--- config.mk ---
export PLATFORM = sky130hd
export DESIGN_NAME = mux4_scan_ctrl_flat
export DESIGN_NICKNAME = d
export VERILOG_FILES = /design/src/rtl/mux_scan_pkg.sv /design/src/rtl/mux4_scan_ctrl_if.sv /design/src/rtl/scan_dwell_cnt.sv /design/src/rtl/mux4_scan_ctrl.sv /design/src/flat_wrapper.sv
export SDC_FILE = /design/constraint.sdc
export NUM_CORES = 1
export LEC_CHECK = 0
export BUFFER_PORTS_ARGS = -buffer_cell sky130_fd_sc_hd__buf_4
export CORE_UTILIZATION = 64
export CTS_BUF_LIST = sky130_fd_sc_hd__clkbuf_4 sky130_fd_sc_hd__clkbuf_8
export CTS_CLUSTER_DIAMETER = 120
export DETAILED_ROUTE_END_ITERATION = 10
export GPL_TIMING_DRIVEN = 0
export HOLD_SLACK_MARGIN = 0.08
export PLACE_DENSITY = 0.87
export SKIP_LAST_GASP = 1
export SLEW_MARGIN = 10
export SYNTH_ARGS = -nofsm -noshare
export SYNTH_HDL_FRONTEND = slang
export SYNTH_SLANG_ARGS = --single-unit
--- constraint.sdc ---
create_clock -name clk -period 4.2 [get_ports clk]
set_input_delay 0.63 -clock clk [delete_from_list [all_inputs] [get_ports clk]]
set_output_delay 0.63 -clock clk [all_outputs]
set_load 0.03 [all_outputs]
--- src/rtl/mux_scan_pkg.sv ---
// Shared types and helpers for the 4-channel mux scan sequencer.
package mux_scan_pkg;

  typedef enum logic [1:0] {IDLE, DWELL, OUT} scan_state_t;

  localparam int NCH   = 4;
  localparam int SEL_W = 2;

  typedef struct packed {
    logic [SEL_W-1:0] ch;
    logic             last;
  } next_ch_t;

  // Next enabled channel strictly above cur; last=1 when none remains.
  function automatic next_ch_t next_enabled(input logic [NCH-1:0] mask,
                                            input logic [SEL_W-1:0] cur);
    next_ch_t r;
    r.ch   = cur;
    r.last = 1'b1;
    for (int i = NCH - 1; i >= 0; i--) begin
      if (i > int'(cur) && mask[i]) begin
        r.ch   = SEL_W'(i);
        r.last = 1'b0;
      end
    end
    return r;
  endfunction

  function automatic logic [SEL_W-1:0] first_enabled(input logic [NCH-1:0] mask);
    next_ch_t n;
    n = next_enabled(mask, '0);
    return mask[0] ? '0 : n.ch;
  endfunction

endpackage

--- src/rtl/mux4_scan_ctrl_if.sv ---
// Control, mux and snapshot handshake signals of the scan sequencer.
interface mux4_scan_ctrl_if
  import mux_scan_pkg::*;
#(
  parameter int DWELL_W = 8
);
  logic               start;
  logic [NCH-1:0]     mask;
  logic [DWELL_W-1:0] dwell;
  logic               continuous;
  logic [SEL_W-1:0]   sel;
  logic               q;
  logic [NCH-1:0]     snap;
  logic               snap_valid;
  logic               snap_ready;
  logic               busy;

  modport master (
    input  start, mask, dwell, continuous, q, snap_ready,
    output sel, snap, snap_valid, busy
  );

  modport slave (
    output start, mask, dwell, continuous, q, snap_ready,
    input  sel, snap, snap_valid, busy
  );
endinterface

--- src/rtl/scan_dwell_cnt.sv ---
// Per-channel dwell down-counter; zero flags the last cycle of a dwell.
module scan_dwell_cnt #(
  parameter int DWELL_W = 8
) (
  input  logic               clk,
  input  logic               rst,
  input  logic               load,
  input  logic [DWELL_W-1:0] value,
  input  logic               dec,
  output logic               zero
);
  logic [DWELL_W-1:0] cnt_q, cnt_d;

  always_comb begin
    cnt_d = cnt_q;
    if (load)     cnt_d = value;
    else if (dec) cnt_d = cnt_q - 1'b1;
  end

  always_ff @(posedge clk) begin
    if (rst) cnt_q <= '0;
    else     cnt_q <= cnt_d;
  end

  assign zero = (cnt_q == '0);
endmodule

--- src/rtl/mux4_scan_ctrl.sv ---
// Scans enabled mux channels with a programmable dwell and presents the
// sampled 4-bit snapshot on a valid/ready output.
module mux4_scan_ctrl
  import mux_scan_pkg::*;
#(
  parameter int DWELL_W = 8
) (
  input  logic              clk,
  input  logic              rst,
  mux4_scan_ctrl_if.master  bus
);
  scan_state_t        state_q, state_d;
  logic [SEL_W-1:0]   sel_q, sel_d;
  logic [NCH-1:0]     mask_q, mask_d;
  logic [DWELL_W-1:0] reload_q, reload_d;
  logic [NCH-1:0]     acc_q, acc_d;
  logic [NCH-1:0]     snap_q, snap_d;
  logic               snap_valid_q, snap_valid_d;
  logic               busy_q, busy_d;

  logic               cnt_load, cnt_dec, cnt_zero;
  logic [DWELL_W-1:0] cnt_value;
  next_ch_t           nxt;

  scan_dwell_cnt #(.DWELL_W(DWELL_W)) u_dwell_cnt (
    .clk   (clk),
    .rst   (rst),
    .load  (cnt_load),
    .value (cnt_value),
    .dec   (cnt_dec),
    .zero  (cnt_zero)
  );

  always_comb begin
    state_d   = state_q;
    sel_d     = sel_q;
    mask_d    = mask_q;
    reload_d  = reload_q;
    acc_d     = acc_q;
    snap_d    = snap_q;
    cnt_load  = 1'b0;
    cnt_dec   = 1'b0;
    cnt_value = reload_q;
    nxt       = next_enabled(mask_q, sel_q);

    case (state_q)
      IDLE: begin
        if (bus.start && (bus.mask != '0)) begin
          state_d   = DWELL;
          mask_d    = bus.mask;
          // Reload value stored as D-1 so a zero dwell behaves as one cycle.
          reload_d  = (bus.dwell == '0) ? '0 : bus.dwell - 1'b1;
          sel_d     = first_enabled(bus.mask);
          acc_d     = '0;
          cnt_load  = 1'b1;
          cnt_value = reload_d;
        end
      end
      DWELL: begin
        if (!cnt_zero) begin
          cnt_dec = 1'b1;
        end else begin
          acc_d[sel_q] = bus.q;
          if (!nxt.last) begin
            sel_d    = nxt.ch;
            cnt_load = 1'b1;
          end else begin
            snap_d  = acc_d;
            sel_d   = '0;
            state_d = OUT;
          end
        end
      end
      OUT: begin
        if (bus.snap_ready) begin
          if (bus.continuous) begin
            state_d  = DWELL;
            sel_d    = first_enabled(mask_q);
            acc_d    = '0;
            cnt_load = 1'b1;
          end else begin
            state_d = IDLE;
          end
        end
      end
      default: begin
        state_d = IDLE;
        sel_d   = '0;
      end
    endcase

    snap_valid_d = (state_d == OUT);
    busy_d       = (state_d != IDLE);
  end

  always_ff @(posedge clk) begin
    if (rst) begin
      state_q      <= IDLE;
      sel_q        <= '0;
      mask_q       <= '0;
      reload_q     <= '0;
      acc_q        <= '0;
      snap_q       <= '0;
      snap_valid_q <= 1'b0;
      busy_q       <= 1'b0;
    end else begin
      state_q      <= state_d;
      sel_q        <= sel_d;
      mask_q       <= mask_d;
      reload_q     <= reload_d;
      acc_q        <= acc_d;
      snap_q       <= snap_d;
      snap_valid_q <= snap_valid_d;
      busy_q       <= busy_d;
    end
  end

  assign bus.sel        = sel_q;
  assign bus.snap       = snap_q;
  assign bus.snap_valid = snap_valid_q;
  assign bus.busy       = busy_q;
endmodule

--- src/flat_wrapper.sv ---
// flat-port wrapper written by rule: the top's interface ports become plain ports
module mux4_scan_ctrl_flat import mux_scan_pkg::*;
#(
  parameter int DWELL_W = 8
)
  (clk, rst, bus_start, bus_mask, bus_dwell, bus_continuous, bus_q, bus_snap_ready, bus_sel, bus_snap, bus_snap_valid, bus_busy);
  mux4_scan_ctrl_if #(.DWELL_W(DWELL_W)) bus_i ();
  input  logic clk;
  input  logic rst;
  input wire logic [$bits(bus_i.start)-1:0] bus_start;
  input wire logic [$bits(bus_i.mask)-1:0] bus_mask;
  input wire logic [$bits(bus_i.dwell)-1:0] bus_dwell;
  input wire logic [$bits(bus_i.continuous)-1:0] bus_continuous;
  input wire logic [$bits(bus_i.q)-1:0] bus_q;
  input wire logic [$bits(bus_i.snap_ready)-1:0] bus_snap_ready;
  output wire logic [$bits(bus_i.sel)-1:0] bus_sel;
  output wire logic [$bits(bus_i.snap)-1:0] bus_snap;
  output wire logic [$bits(bus_i.snap_valid)-1:0] bus_snap_valid;
  output wire logic [$bits(bus_i.busy)-1:0] bus_busy;
  assign bus_i.start = bus_start;
  assign bus_i.mask = bus_mask;
  assign bus_i.dwell = bus_dwell;
  assign bus_i.continuous = bus_continuous;
  assign bus_i.q = bus_q;
  assign bus_i.snap_ready = bus_snap_ready;
  assign bus_sel = bus_i.sel;
  assign bus_snap = bus_i.snap;
  assign bus_snap_valid = bus_i.snap_valid;
  assign bus_busy = bus_i.busy;
  mux4_scan_ctrl #(.DWELL_W(DWELL_W)) u_core (.clk(clk), .rst(rst), .bus(bus_i));
endmodule
-- Word-level counts from Yosys, hierarchy flattened
Index checks and enable logic that the tools add are counted.
- $add $sub $neg: 2
- $lt $le $gt $ge: 5
- equality and inequality tests: 8
- mux-type cells: 44
- reductions and logical operators: 16
- operators by type and width (kind ; count):
    $mux W8 ; 5
    $mux W3 ; 9
    $mux W2 ; 11
    $logic_not A8 Y1 ; 2
    $mux W4 ; 4
    $sub A8 B1 Y8 const B ; 2
    $pmux W2 S3 ; 2
    $pmux W4 S3 ; 1
    $reduce_and A5 Y1 ; 2
    $mux W1 ; 9
    $logic_and A1 B1 Y1 ; 5
    $ne A5 B1 Y1 const B ; 1
    $bwmux W4 ; 1
    $eq A2 B2 Y1 const B ; 2
    $gt A2 B2 Y1 const A ; 2
    $ne A2 B1 Y1 const B ; 2
    $ne A2 B2 Y1 const B ; 2
    $reduce_bool A2 Y1 ; 2
    $reduce_bool A4 Y1 ; 1
    $lt A2 B3 Y1 const B ; 1
    $pmux W1 S3 ; 1
    $reduce_and A3 Y1 ; 1
    $reduce_bool A3 Y1 ; 1
    $demux W1 S2 ; 1
    5 further kinds ; 5
- input port bits: 18
- flip-flop bits (word level): 34
- word-level logic and storage cells: 84

-- Logic depth before layout (Yosys ltp)
Gate-level depths: netlist (run 1).
- depth after elaboration: 9
- gate-level depth with buffers: 7
- depth with buffers taken out: 7

-- Modules after synthesis
From an unflattened synthesis (run 1), not the netlist that was laid out.
- cell total of the unflattened synthesis: 229
- area, all modules: 1951.9 µm²
- modules (own cells, without submodules) (module ; times used ; seq. area each (µm²) ; area each (µm²) ; cells each):
    mux4_scan_ctrl ; 1 ; 520.5 ; 1478.9 ; 173
    scan_dwell_cnt ; 1 ; 160.2 ; 473.0 ; 56

-- Least setup slack after synthesis (run 1)
Ideal clock, no wire load.
- path type: input -> register
- from: input bus_dwell[0]
- to: register u_core.u_dwell_cnt.cnt_q[0]
- stages on the path: 7
- setup slack: 2.156 ns
- arrival time: 1.919 ns
- buffers on the path: 0
- cell sequence: inv_1 ha_1 or3b_2 o211ai_1 a2bb2oi_1 nor2_1 o2bb2ai_1
- longest elaborated chain between the ends: 5
- elaborated cells on any way between the ends: 6
- RTL lines (item ; RTL line ; RTL):
    start: declaration ; flat_wrapper.sv:12 ; input wire logic [$bits(bus_i.dwell)-1:0] bus_dwell;
    $sub A8 B1 Y8 / $logic_not A8 Y1 (equally long branches) ; mux4_scan_ctrl.sv:52 ; reload_d = (bus.dwell == '0) ? '0 : bus.dwell - 1'b1;
    $mux W8 (*) ; mux4_scan_ctrl.sv:52 ;
    $mux W8 (*) ; mux4_scan_ctrl.sv:48 ; if (bus.start && (bus.mask != '0)) begin
    $mux W8 (*) ; mux4_scan_ctrl.sv:46 ; case (state_q)
    $mux W8 (*) ; scan_dwell_cnt.sv:16 ; if (load) cnt_d = value;
    end signal: assignment ; scan_dwell_cnt.sv:22 ; else cnt_q <= cnt_d;
    end: declaration ; scan_dwell_cnt.sv:12 ; logic [DWELL_W-1:0] cnt_q, cnt_d;
Every way passes the cells marked *; elsewhere a longest branch is shown, timed or not.
A chain may end at the register's enable or synchronous reset.

-- Worst setup path in the final report (run 1)
- from: register u_core.u_dwell_cnt.cnt_q[0]
- to: register u_core.acc_q[2]
- longest elaborated chain between the ends: 3
- RTL lines (item ; RTL line ; RTL):
    $logic_not A8 Y1 ; scan_dwell_cnt.sv:25 ; assign zero = (cnt_q == '0);
    $ne A2 B1 Y1 (no source line) ; -- ;
    $reduce_and A5 Y1 (no source line) ; -- ;
    end signal: assignment ; mux4_scan_ctrl.sv:102 ; acc_q <= '0;
    end signal: assignment ; mux4_scan_ctrl.sv:111 ; acc_q <= acc_d;
    end: declaration ; mux4_scan_ctrl.sv:16 ; logic [NCH-1:0] acc_q, acc_d;
Every way passes these cells.

==> metrics.md, run 1 <==
| Metric | Value |
|---|---|
| Status | `complete, but fails checks` |
| Failing checks | `design-rule violations` |
| Commonest cells in the netlist | `dfxtp_1, nor2_1, nand2_1` |
| Post-synthesis sequential area ratio | `0.351` |
| Met2 Track Usage GR | `0.506` |
| Worst setup EP type | `register` |
| Post-Synth Simple-Gate Area | `0.270` |
| Total CTS buffers | `5` |
| Max-Cap Viols | `0` |
| Die Wd | `57.1 um` |
| Compound-gate portion of the synthesized area | `0.257` |
| Setup slack after layout | `2.10 ns` |
| Tot GR Track Use | `0.303` |
| First drt pass iteration count | `7` |
| RSZ-0062 raised after global routing | `no` |
| Setup TNS | `0 ns` |
| Cts repair resizes | `0` |
| Area share of the largest cell type after synthesis | `0.351` |
| Share of cells above drive strength 1 | `0.213` |
| Die area | `3260 um^2` |
| Setup crit end | `u_core.acc_q[2]$_SDFFE_PP0P_` |
| Hold_ws | `0.475 ns` |
| Setup Viol. Count Final | `0` |
| Worst path arrival time | `2.39 ns` |
| Top_reg_cell synth | `dfxtp_1` |
| Synth Area in XOR/XNOR | `0.0226` |
| WL/cell | `15.6 um` |
| Least-Margin Pin Slew | `0.705 ns` |
| Period utilization | `0.500` |
| HPWL after detailed placement | `3.44 mm` |
| Final ANT Viol Nets | `0` |
| Endpoints failing hold | `0` |
| CP Cell Sequence | `inv_1 -> ha_1 -> nor3b_1 -> and3_1 -> o31ai_1 -> a22oi_1 -> nor2_1` |
| Final min period | `2.10 ns` |
| Unique cell type count in the Yosys netlist | `61` |
| Cells after Synth | `230` |
| Data required time of the critical path | `4.49 ns` |
| CP Class | `reg2reg` |
| Clock Path Buffers | `2` |
| Max VDD drop | `0.382 mV` |
| Total grt overflow | `0` |
| Lkg Pwr | `0.000839 uW` |
| Syn. warnings | `0` |
| GPL Wtd Cong | `0.907` |
| GR met3 Demand/Resource | `0.0635` |
| Max Clk Rate | `476 MHz` |
| Async SR Flop Fraction | `0` |
| Largest net degree at the start of global routing | `11` |
| Clock Skew | `0.0126 ns` |
| Cell Area, Synth | `1940 um^2` |
| Buf/Inv on CP | `1` |
| Placement Setup Slack | `1.79 ns` |
| Min-delay worst type | `reg2reg` |
| Global route hottest layer | `met2` |
| CTS tree | `yes` |
| Met1 Use GR | `0.347` |
| Setup Buffers After CTS | `0` |
| End of the worst register-to-register path | `u_core.acc_q[2]$_SDFFE_PP0P_` |
| Register-to-register setup slack | `2.10 ns` |
| Vias/cell | `6.22` |
| Htree depth | `2` |
| Number of global-route vias before repair | `1767` |
| Total number of vias | `1830` |
| CP Launch Type | `register` |
| Cell family with most CP delay | `compound AO/OA/AOI/OAI gates` |
| Dominant cells by area after synthesis | `dfxtp_1, nor2_1, nand2_1` |
| Critical path depth | `7` |
| Most frequent cell after synthesis | `dfxtp_1` |
| Worst-path clk slew | `0.11 ns` |
| Starting Density | `0.692` |
| Fin nets | `284` |
| # rows | `19` |
| CTS Sinks | `34` |
| Cell taking the most area after synthesis | `dfxtp_1` |
| Synthesized area per cell | `8.44 um^2` |
| Root buf cell | `clkbuf_4` |
| Input/output buffers | `25` |
| Total wire length | `4.59 mm` |
| Largest fanout on the critical path | `5` |
| Synth Register Bits | `34` |
| Core box area | `2810 um^2` |
| Max Slew Vio Count | `0` |
| Relative slew slack | `0.526` |
| Hold_buf cts | `0` |
| Power Density | `469 nW/um^2` |
| Crit path launch | `u_core.u_dwell_cnt.cnt_q[0]$_SDFFE_PP0P_` |
| R2r startpoint | `u_core.u_dwell_cnt.cnt_q[0]$_SDFFE_PP0P_` |
| Die height | `57.1 um` |
| Largest family of logic cells by synthesized area | `simple AND/OR/NAND/NOR gates` |
| First-pass GRT wire length | `7.52 mm` |
| Crit-path slowest cell | `o31ai_1` |
| DRC | `2` |
| Number of synthesized flops with an enable pin | `0` |
| Top Ports | `26` |
| Syn Nets | `252` |
| Iter 0 DRT Violations | `178` |
| Initial antenna violation count | `0` |
| Skew-Pair Late Insertion Delay | `0.36 ns` |
| Mux share of post-synthesis cell area | `0.0438` |
| Adder-Cell Fraction of Synth Area | `0.0258` |
| Ant diodes | `0` |
| Syn-to-layout area delta | `15.0%` |
| Worst path max stage delay | `0.62 ns` |
| R2R cell count | `7` |
-- cell families (layout without fill, tap and decap cells) --
logic type,after synthesis,in the layout
multiplexers,8,8
adder cells (fa/ha/maj),4,4
AND/OR/NAND/NOR,97,97
flip-flops,34,34
XOR/XNOR,5,5
AO/OA/AOI/OAI,67,67
buffers and inverters,15,48
-- worst min path at each step --
stage / slack, ns / from / endpoint / depth (start not counted)
final: 0.48 / u_core.mask_q[0]$_SDFFE_PP0P_ / u_core.mask_q[0]$_SDFFE_PP0P_ / 2
after CTS: 0.47 / u_core.mask_q[0]$_SDFFE_PP0P_ / u_core.mask_q[0]$_SDFFE_PP0P_ / 2
after global placement: 0.44 / u_core.mask_q[0]$_SDFFE_PP0P_ / u_core.mask_q[0]$_SDFFE_PP0P_ / 2
after global routing: 0.50 / u_core.mask_q[0]$_SDFFE_PP0P_ / u_core.mask_q[0]$_SDFFE_PP0P_ / 2
after detailed placement: 0.45 / u_core.mask_q[0]$_SDFFE_PP0P_ / u_core.mask_q[0]$_SDFFE_PP0P_ / 2
after floorplan: 0.43 / u_core.mask_q[0]$_SDFFE_PP0P_ / u_core.mask_q[0]$_SDFFE_PP0P_ / 2
-- routing by layer --
layer	share of wire	wire, um
met1	0.43	1970
met2	0.49	2230
met3	0.053	245
met4	0.030	136
met5	0	0
-- report_power, final --
group / total, uW / internal [uW] / switching, uW
registers: 412 / 369 / 43.0
clock network: 202 / 87.5 / 114
logic: 434 / 175 / 258
total: 1050 / 631 / 416
-- flip-flops by register name (all words and copies together) (netlist names) --
name                      count
u_core.mask_q                 4
u_core.bus.snap               4
u_core.reload_q               8
u_core.bus.busy               1
u_core.state_q                2
u_core.bus.sel                2
u_core.u_dwell_cnt.cnt_q      8
u_core.acc_q                  4
u_core.bus.snap_valid         1
-- area by class of cell --
class	count	area, um^2
Timing Repair Buffer	25	188
Clock inverter	1	5.00
Fill cell	219	574
Multi-Input combinational cell	181	1200
Clock buffer	7	58.8
Buffer	7	28.8
Inverter	8	30.0
Tap cell	31	38.8
Sequential cell	34	681
-- cell usage in the layout, fill, tap and decap left out, drive strengths merged, types with 3 or more instances in the layout --
| cell type | instances |
|---|---|
| nor3b | 3 |
| nor3 | 5 |
| dfxtp | 34 |
| o21ai | 12 |
| xnor2 | 4 |
| o31ai | 5 |
| mux2i | 4 |
| a21oi | 15 |
| ha | 4 |
| a211oi | 4 |
| a2bb2oi | 3 |
| or3 | 3 |
| buf | 27 |
| a31oi | 5 |
| and2 | 4 |
| o32a | 3 |
| nor2b | 4 |
| mux2 | 4 |
| or2 | 3 |
| nand2 | 22 |
| nand4 | 5 |
| nand2b | 5 |
| inv | 8 |
| clkbuf | 12 |
| nor2 | 31 |
-- per-stage QoR --
stage	instances	utilization	total power (uW)	cell area (um^2)
final	294	0.795	1050	2230
after global routing	294	0.795	1100	2230
after CTS	294	0.795	1040	2230
after detailed placement	286	0.773	839	2170
after global placement	286	0.773	829	2170
after floorplan	230	-	732	1940
-- worst min-delay path, stage by stage (launching register included) --
cell and delay [ns]:
dfxtp_1 0.33, nand2_1 0.06, a21oi_1 0.06
Power figures use the tool's default switching activity.
==> run 2: changes to the inputs <==
--- a/config.mk
+++ b/config.mk
@@ -6,13 +6,13 @@
 export NUM_CORES = 1
 export LEC_CHECK = 0
 export BUFFER_PORTS_ARGS = -buffer_cell sky130_fd_sc_hd__buf_4
-export CORE_UTILIZATION = 64
+export CORE_UTILIZATION = 59
 export CTS_BUF_LIST = sky130_fd_sc_hd__clkbuf_4 sky130_fd_sc_hd__clkbuf_8
 export CTS_CLUSTER_DIAMETER = 120
 export DETAILED_ROUTE_END_ITERATION = 10
 export GPL_TIMING_DRIVEN = 0
 export HOLD_SLACK_MARGIN = 0.08
-export PLACE_DENSITY = 0.87
+export PLACE_DENSITY = 0.81
 export SKIP_LAST_GASP = 1
 export SLEW_MARGIN = 10
 export SYNTH_ARGS = -nofsm -noshare
==> constraint.sdc (replaced) <==
create_clock -name clk -period 2.1 [get_ports clk]
set_input_delay 0.315 -clock clk [delete_from_list [all_inputs] [get_ports clk]]
set_output_delay 0.315 -clock clk [all_outputs]
set_load 0.03 [all_outputs]
==> run 2 against run 1 <==
Compared with the run above: the flow now finishes without violations; routed wire length down 4.7%; cell count is 4.8% higher; non-clock buffer count increased by 1; critical path depth did not move; hold slack lost 0.26 ns; fmax rose by 6.9%; count of clock-buffer cells in the layout stayed put; setup slack lost 2.0 ns; highest routed layer unchanged.
==> metrics.md, run 2 (synthesis results as in run 1) <==
| Metric | Value |
|---|---|
| Met2 Track Usage GR | `0.433 (-0.0725)` |
| Largest fanout on the critical path | `10 (+5)` |
| GR met3 Demand/Resource | `0.0568 (-0.00672)` |
| Area of the multi-input gates | `1210 um^2 (+1.0%)` |
| Syn-to-layout area delta | `16.9%` |
| Largest regs | `u_core.reload_q (8), u_core.u_dwell_cnt.cnt_q (8)` |
| Worst-path clk slew | `0.11 ns (about the same)` |
| Placed cells | `299 (+4.5%)` |
| CTS Sinks | `34 (unchanged)` |
| WL/cell | `14.2 um (-9.0%)` |
| HPWL after detailed placement | `3.35 mm (-2.9%)` |
| RSZ-0062 raised after global routing | `yes` |
| Root buf cell | `clkbuf_4` |
| Commonest non-fill, non-tap cell in the layout | `dfxtp_1` |
| Largest net degree at the start of global routing | `11 (unchanged)` |
| Data required time of the critical path | `2.37 ns (-2.12 ns)` |
| Die area | `3520 um^2 (+8.2%)` |
| Initial antenna violation count | `0 (unchanged)` |
| Max VDD drop | `0.644 mV (+69%)` |
| Max-Cap Viols | `0 (unchanged)` |
| Starting Density | `0.630 (-0.0613)` |
| # rows | `20 (+1)` |
| Relative slew slack | `0.603 (+0.0774)` |
| Met1 Use GR | `0.358 (+0.0106)` |
| Reg area | `681 um^2 (unchanged)` |
| Global route hottest layer | `met2` |
| Worst min-delay path startpoint | `rst` |
| Total grt overflow | `0 (unchanged)` |
| Fin cells | `308 (+4.8%)` |
| DRC | `0 (-2)` |
| Total wire length | `4.38 mm (-4.7%)` |
| R2r startpoint | `u_core.state_q[1]$_SDFF_PP0_` |
| Vias/cell | `5.84 (-6.1%)` |
| GPL Wtd Cong | `0.917 (+1.1%)` |
| CP Class | `reg2reg` |
| Fillers | `264 (+21%)` |
| Die Wd | `59.4 um (+4.0%)` |
| Total number of vias | `1800 (-1.6%)` |
| Min-delay worst type | `in2reg` |
| Setup Viol. Count Final | `0 (unchanged)` |
| Crit path launch | `u_core.state_q[1]$_SDFF_PP0_` |
| Seq pwr share | `0.395 (+0.002)` |
| Period utilization | `0.936 (+0.436)` |
| Register-to-register setup slack | `0.13 ns (-1.96 ns)` |
| CP Launch Type | `register` |
| Sw frac | `0.389 (-0.00770)` |
| Total CTS buffers | `5 (unchanged)` |
| Iter 0 DRT Violations | `116 (-35%)` |
| Skew-Pair Late Insertion Delay | `0.35 ns (about the same)` |
| Top Ports | `26 (unchanged)` |
| Clock Power Share | `0.192 (about the same)` |
| Htree depth | `2 (unchanged)` |
| DP Area | `2180 um^2 (+0.75%)` |
| Status | `completed` |
| Clock Path Buffers | `2 (unchanged)` |
| Power Density | `917 nW/um^2 (+95%)` |
| Worst setup EP type | `register` |
| Clock Skew | `0.00709 ns (-0.00547 ns)` |
| Tot GR Track Use | `0.268 (-0.0342)` |
| End of the worst register-to-register path | `u_core.u_dwell_cnt.cnt_q[2]$_SDFFE_PP0P_` |
| CTS tree | `yes` |
| Combinational share of power | `0.413 (about the same)` |
| Core box area | `3080 um^2 (+9.7%)` |
| Endpoints failing hold | `0 (unchanged)` |
| Ant diodes | `0 (unchanged)` |
| First drt pass iteration count | `4 (-3)` |
| Net Sw Power | `810 uW (+95%)` |
| Final ANT Viol Nets | `0 (unchanged)` |
| Least-Margin Pin Slew | `0.595 ns (-0.110 ns)` |
| Int Pwr | `1270 uW (+100%)` |
| Most frequent cells in the layout | `dfxtp_1, nor2_1, buf_4, nand2_1, a21oi_1` |
| Design area | `2270 um^2 (+1.7%)` |
| Number of global-route vias before repair | `1577 (-11%)` |
| Cell depth of the worst hold path | `2 (unchanged)` |
| Max Slew Vio Count | `0 (unchanged)` |
| Hold_ws | `0.211 ns (-0.265 ns)` |
| Final min period | `1.97 ns (-0.135 ns)` |
| R2R cell count | `7 (unchanged)` |
| Die height | `59.4 um (+4.0%)` |
| First-pass GRT wire length | `7.04 mm (-6.4%)` |
| Lkg Pwr | `0.000852 uW (+1.6%)` |
| Worst path arrival time | `2.23 ns (-0.16 ns)` |
| Share of cells above drive strength 1 | `0.231 (+0.0181)` |
| Max Clk Rate | `509 MHz (+6.9%)` |
| Input/output buffers | `25 (unchanged)` |
| Fin nets | `285 (+0.35%)` |
| Hold EP | `u_core.reload_q[1]$_SDFF_PP0_` |
[run 2: cell types whose count changed in the layout (fill, tap and decap cells not counted), sizes merged]
cell  previous run  this run
buf             27        28
[run 2: final cells by class]
class                   instances  share of cell area
inverters                       8              0.0132
clock inverters                 1             0.00221
repair buffers                 26              0.0860
clock buffers                   7              0.0259
flip-flops and latches         34               0.300
well taps                      44              0.0243
plain buffers                   7              0.0132
multi-input cells             181               0.535
[run 2: layer usage]
layer  share of wire  routed length [um]  vias up
met1            0.48                2090      841
met3           0.042                 185        8
met2            0.47                2050       36
met4           0.011                  49        0
li1                -                   -      915
met5               0                   0        -
[run 2: worst max-delay path by stage]
stage,end,cells past startpoint
4_1_cts,u_core.u_dwell_cnt.cnt_q[2]$_SDFFE_PP0P_,7
6_report,u_core.u_dwell_cnt.cnt_q[2]$_SDFFE_PP0P_,7
3_3_place_gp,u_core.u_dwell_cnt.cnt_q[1]$_SDFFE_PP0P_,8
3_5_place_dp,u_core.u_dwell_cnt.cnt_q[1]$_SDFFE_PP0P_,8
2_1_floorplan,u_core.u_dwell_cnt.cnt_q[7]$_SDFFE_PP0P_,5
5_1_grt,u_core.u_dwell_cnt.cnt_q[2]$_SDFFE_PP0P_,7
[run 2: timing repair]
item	in CTS	in global routing
hold buffers	0	0
buffers inserted	0	1
endpoints found under the setup margin	0	15
gates resized for setup	0	5
[run 2: power groups by stage]
stage               clock network (uW)  logic, uW  registers, uW
floorplan                            0        613            851
global placement                     0        828            830
detailed placement                   0        838            832
CTS                                400        840            818
global route                       429        947            833
finish                             400        859            820
[run 2: through the flow]
stage,setup slack (ns),TNS (ns),power [uW],utilization
2_1_floorplan,0.299,0,1460,-
3_3_place_gp,0.0329,0,1660,0.709
3_5_place_dp,-0.00871,-0.0142,1670,0.709
4_1_cts,0.0732,0,2060,0.730
5_1_grt,-0.0266,-0.0391,2210,0.737
6_report,0.134,0,2080,0.737
[run 2: critical path, cell delays in order, from the launching register on]
cell and delay, ns:
dfxtp_1 0.34, clkbuf_1 0.22, nor2_1 0.26, nand2_1 0.15
clkbuf_2 0.24, o31ai_2 0.33, o21ai_0 0.16, a31oi_1 0.18
==> run 3: changes to the inputs <==
--- a/config.mk
+++ b/config.mk
@@ -6,13 +6,13 @@
 export NUM_CORES = 1
 export LEC_CHECK = 0
 export BUFFER_PORTS_ARGS = -buffer_cell sky130_fd_sc_hd__buf_4
-export CORE_UTILIZATION = 59
+export CORE_UTILIZATION = 54
 export CTS_BUF_LIST = sky130_fd_sc_hd__clkbuf_4 sky130_fd_sc_hd__clkbuf_8
 export CTS_CLUSTER_DIAMETER = 120
 export DETAILED_ROUTE_END_ITERATION = 10
 export GPL_TIMING_DRIVEN = 0
 export HOLD_SLACK_MARGIN = 0.08
-export PLACE_DENSITY = 0.81
+export PLACE_DENSITY = 0.78
 export SKIP_LAST_GASP = 1
 export SLEW_MARGIN = 10
 export SYNTH_ARGS = -nofsm -noshare
==> constraint.sdc (replaced) <==
create_clock -name clk -period 1.7 [get_ports clk]
set_input_delay 0.255 -clock clk [delete_from_list [all_inputs] [get_ports clk]]
set_output_delay 0.255 -clock clk [all_outputs]
set_load 0.03 [all_outputs]
==> run 3 against run 2 <==
Compared with the run above: the flow now finishes with violations (negative setup slack); sequential cell count did not move; first-iteration DRC count is 53% higher; sequential power is 29% higher; setup slack lost 0.26 ns; sequential share of layout area fell by 2.9 points; final area up 14%; critical path type unchanged; critical endpoint unchanged.
==> metrics.md, run 3 (synthesis results as in run 1) <==
| Metric | Value |
|---|---|
| Data required time of the critical path | `1.97 ns (-0.40 ns)` |
| Fin nets | `298 (+4.6%)` |
| # rows | `21 (+5.0%)` |
| Crit path launch | `u_core.u_dwell_cnt.cnt_q[0]$_SDFFE_PP0P_` |
| Total wire length | `5.63 mm (+29%)` |
| Die Wd | `61.9 um (+4.4%)` |
| Max VDD drop | `1.02 mV (+59%)` |
| First drt pass iteration count | `4 (unchanged)` |
| Starting Density | `0.573 (-0.0580)` |
| Tot GR Track Use | `0.286 (+0.0176)` |
| Largest fanout on the critical path | `6 (-4)` |
| R2R cell count | `7 (unchanged)` |
| Core box area | `3390 um^2 (+10%)` |
| Min-delay worst type | `in2reg` |
| HPWL after detailed placement | `3.58 mm (+7.1%)` |
| Root buf cell | `clkbuf_4` |
| Ant diodes | `0 (unchanged)` |
| Max-Cap Viols | `0 (unchanged)` |
| Most frequent cells in the layout | `buf_4, nor2_1, dfxtp_1, nand2_1, a21oi_1` |
| Worst path max stage delay | `0.41 ns (+0.07 ns)` |
| Register-to-register setup slack | `-0.13 ns (-0.26 ns)` |
| Setup Viol. Count Final | `13 (+13)` |
| Total CTS buffers | `5 (unchanged)` |
| Endpoints failing hold | `0 (unchanged)` |
| Hold_ws | `0.168 ns (-0.0424 ns)` |
| Skew-Pair Late Insertion Delay | `0.35 ns (about the same)` |
| Iter 0 DRT Violations | `178 (+53%)` |
| CTS Sinks | `34 (unchanged)` |
| Worst path arrival time | `2.10 ns (-0.13 ns)` |
| Total number of vias | `2027 (+13%)` |
| Period utilization | `1.07 (+0.138)` |
| Total Power | `3030 uW (+46%)` |
| CP Launch Type | `register` |
| Final min period | `1.83 ns (-0.140 ns)` |
| Total grt overflow | `0 (unchanged)` |
| Status | `complete, but fails checks` |
| Die area | `3840 um^2 (+8.9%)` |
| Setup slack after layout | `-0.125 ns (-0.260 ns)` |
| CTS tree | `yes` |
| Lkg Pwr | `0.000965 uW (+13%)` |
| Die height | `61.9 um (+4.4%)` |
| Reg area | `698 um^2 (+2.6%)` |
| Buf/Inv on CP | `1 (-1)` |
| R2r startpoint | `u_core.u_dwell_cnt.cnt_q[0]$_SDFFE_PP0P_` |
| Setup crit end | `u_core.u_dwell_cnt.cnt_q[2]$_SDFFE_PP0P_` |
| Clock Path Buffers | `2 (unchanged)` |
| Seq pwr share | `0.351 (-0.044)` |
| Combinational share of power | `0.488 (+0.075)` |
| CP Class | `reg2reg` |
| Max Slew Vio Count | `0 (unchanged)` |
| Input/output buffers | `25 (unchanged)` |
| Share of cells above drive strength 1 | `0.386 (+0.155)` |
| Initial antenna violation count | `0 (unchanged)` |
| Largest regs | `u_core.reload_q (8), u_core.u_dwell_cnt.cnt_q (8)` |
| Final ANT Viol Nets | `0 (unchanged)` |
| Critical path depth | `7 (unchanged)` |
| DRC | `0 (unchanged)` |
| Top Ports | `26 (unchanged)` |
| WL/cell | `17.4 um (+23%)` |
| Cell family with most CP delay | `simple AND/OR/NAND/NOR gates` |
| Area of the multi-input gates | `1390 um^2 (+15%)` |
| Sw frac | `0.401 (+0.0114)` |
| Clock Skew | `0.0182 ns (+0.0111 ns)` |
| Syn-to-layout area delta | `32.9%` |
| Post-layout util | `0.761 (+0.0242)` |
| Least-Margin Pin Slew | `0.591 ns (-0.00404 ns)` |
| Worst setup EP type | `register` |
| Max Clk Rate | `548 MHz (+7.7%)` |
| Largest net degree at the start of global routing | `12 (+1)` |
| Net Sw Power | `1210 uW (+50%)` |
| Vias/cell | `6.28 (+7.4%)` |
| Number of global-route vias before repair | `1835 (+16%)` |
| Power Density | `1170 nW/um^2 (+28%)` |
| Hold_buf cts | `0 (unchanged)` |
| End of the worst register-to-register path | `u_core.u_dwell_cnt.cnt_q[2]$_SDFFE_PP0P_` |
| CP Cell Sequence | `inv_2 -> ha_4 -> or3b_4 -> nor3_4 -> o21a_4 -> o21ai_0 -> a31oi_1` |
| GPL Wtd Cong | `0.863 (-5.9%)` |
| Int Pwr | `1820 uW (+43%)` |
| Crit-path slowest cell | `or3b_4` |
| Fillers | `243 (-8.0%)` |
| Commonest non-fill, non-tap cell in the layout | `buf_4` |
| First-pass GRT wire length | `7.96 mm (+13%)` |
| Worst-path clk slew | `0.11 ns (about the same)` |
| Failing checks | `negative setup slack` |
| RSZ-0062 raised after global routing | `yes` |
| Clock Power Share | `0.161 (-0.031)` |
| Relative slew slack | `0.606 (+0.00270)` |
| Setup TNS | `-0.909 ns (-0.909 ns)` |
| Htree depth | `2 (unchanged)` |
-- run 3: cell types whose count changed in the layout (fill, tap and decap cells not counted), moves of 3 or more --
cell | previous run | this run
buf_4 | 26 | 38
nor2_1 | 31 | 28
dfxtp_4 | 0 | 3
dfxtp_2 | 0 | 5
nor3_1 | 4 | 1
dfxtp_1 | 34 | 26
-- run 3: layer usage --
metal,vias to the layer above,wire [um],global-route usage
met3,22,362,0.0538
met5,-,0,0
met2,89,2840,0.508
met4,0,172,0.108
li1,948,-,-
met1,968,2260,0.340
-- run 3: area by class of cell --
type	count	area share
clock inverter	2	0.00485
multi-input combinational	181	0.540
timing repair buffer	39	0.116
inverter	8	0.0116
clock buffer	6	0.0199
tap	46	0.0223
sequential	34	0.271
buffer	7	0.0145
-- run 3: how the worst min path moves through the flow --
stage | endpoint | startpoint | cells past startpoint | slack [ns]
floorplan | u_core.reload_q[1]$_SDFF_PP0_ | rst | 1 | 0.39
global placement | u_core.mask_q[0]$_SDFFE_PP0P_ | u_core.mask_q[0]$_SDFFE_PP0P_ | 2 | 0.45
detailed placement | u_core.mask_q[0]$_SDFFE_PP0P_ | u_core.mask_q[0]$_SDFFE_PP0P_ | 2 | 0.47
CTS | u_core.reload_q[1]$_SDFF_PP0_ | rst | 2 | 0.17
global route | u_core.reload_q[1]$_SDFF_PP0_ | rst | 2 | 0.17
finish | u_core.reload_q[1]$_SDFF_PP0_ | rst | 2 | 0.17
-- run 3: power by group through the flow --
stage / combinational (uW) / clock, uW / sequential, uW
floorplan: 788 / 0 / 1060
global placement: 1060 / 0 / 1040
detailed placement: 1080 / 0 / 1040
CTS: 1220 / 492 / 1040
global route: 1600 / 520 / 1080
finish: 1480 / 487 / 1060
-- run 3: metrics by stage --
step,setup slack (ns),cell area (um^2),std cells
floorplan,-0.0197,1970,230
CTS,-0.0805,2400,314
finish,-0.125,2580,323
detailed placement,-0.326,2220,301
global route,-0.202,2580,323
global placement,-0.358,2220,301
-- run 3: timing repair --
item	CTS	global route
resized for setup	20	30
pin swaps	11	14
endpoints found under the setup margin	23	24
buffers inserted	5	9
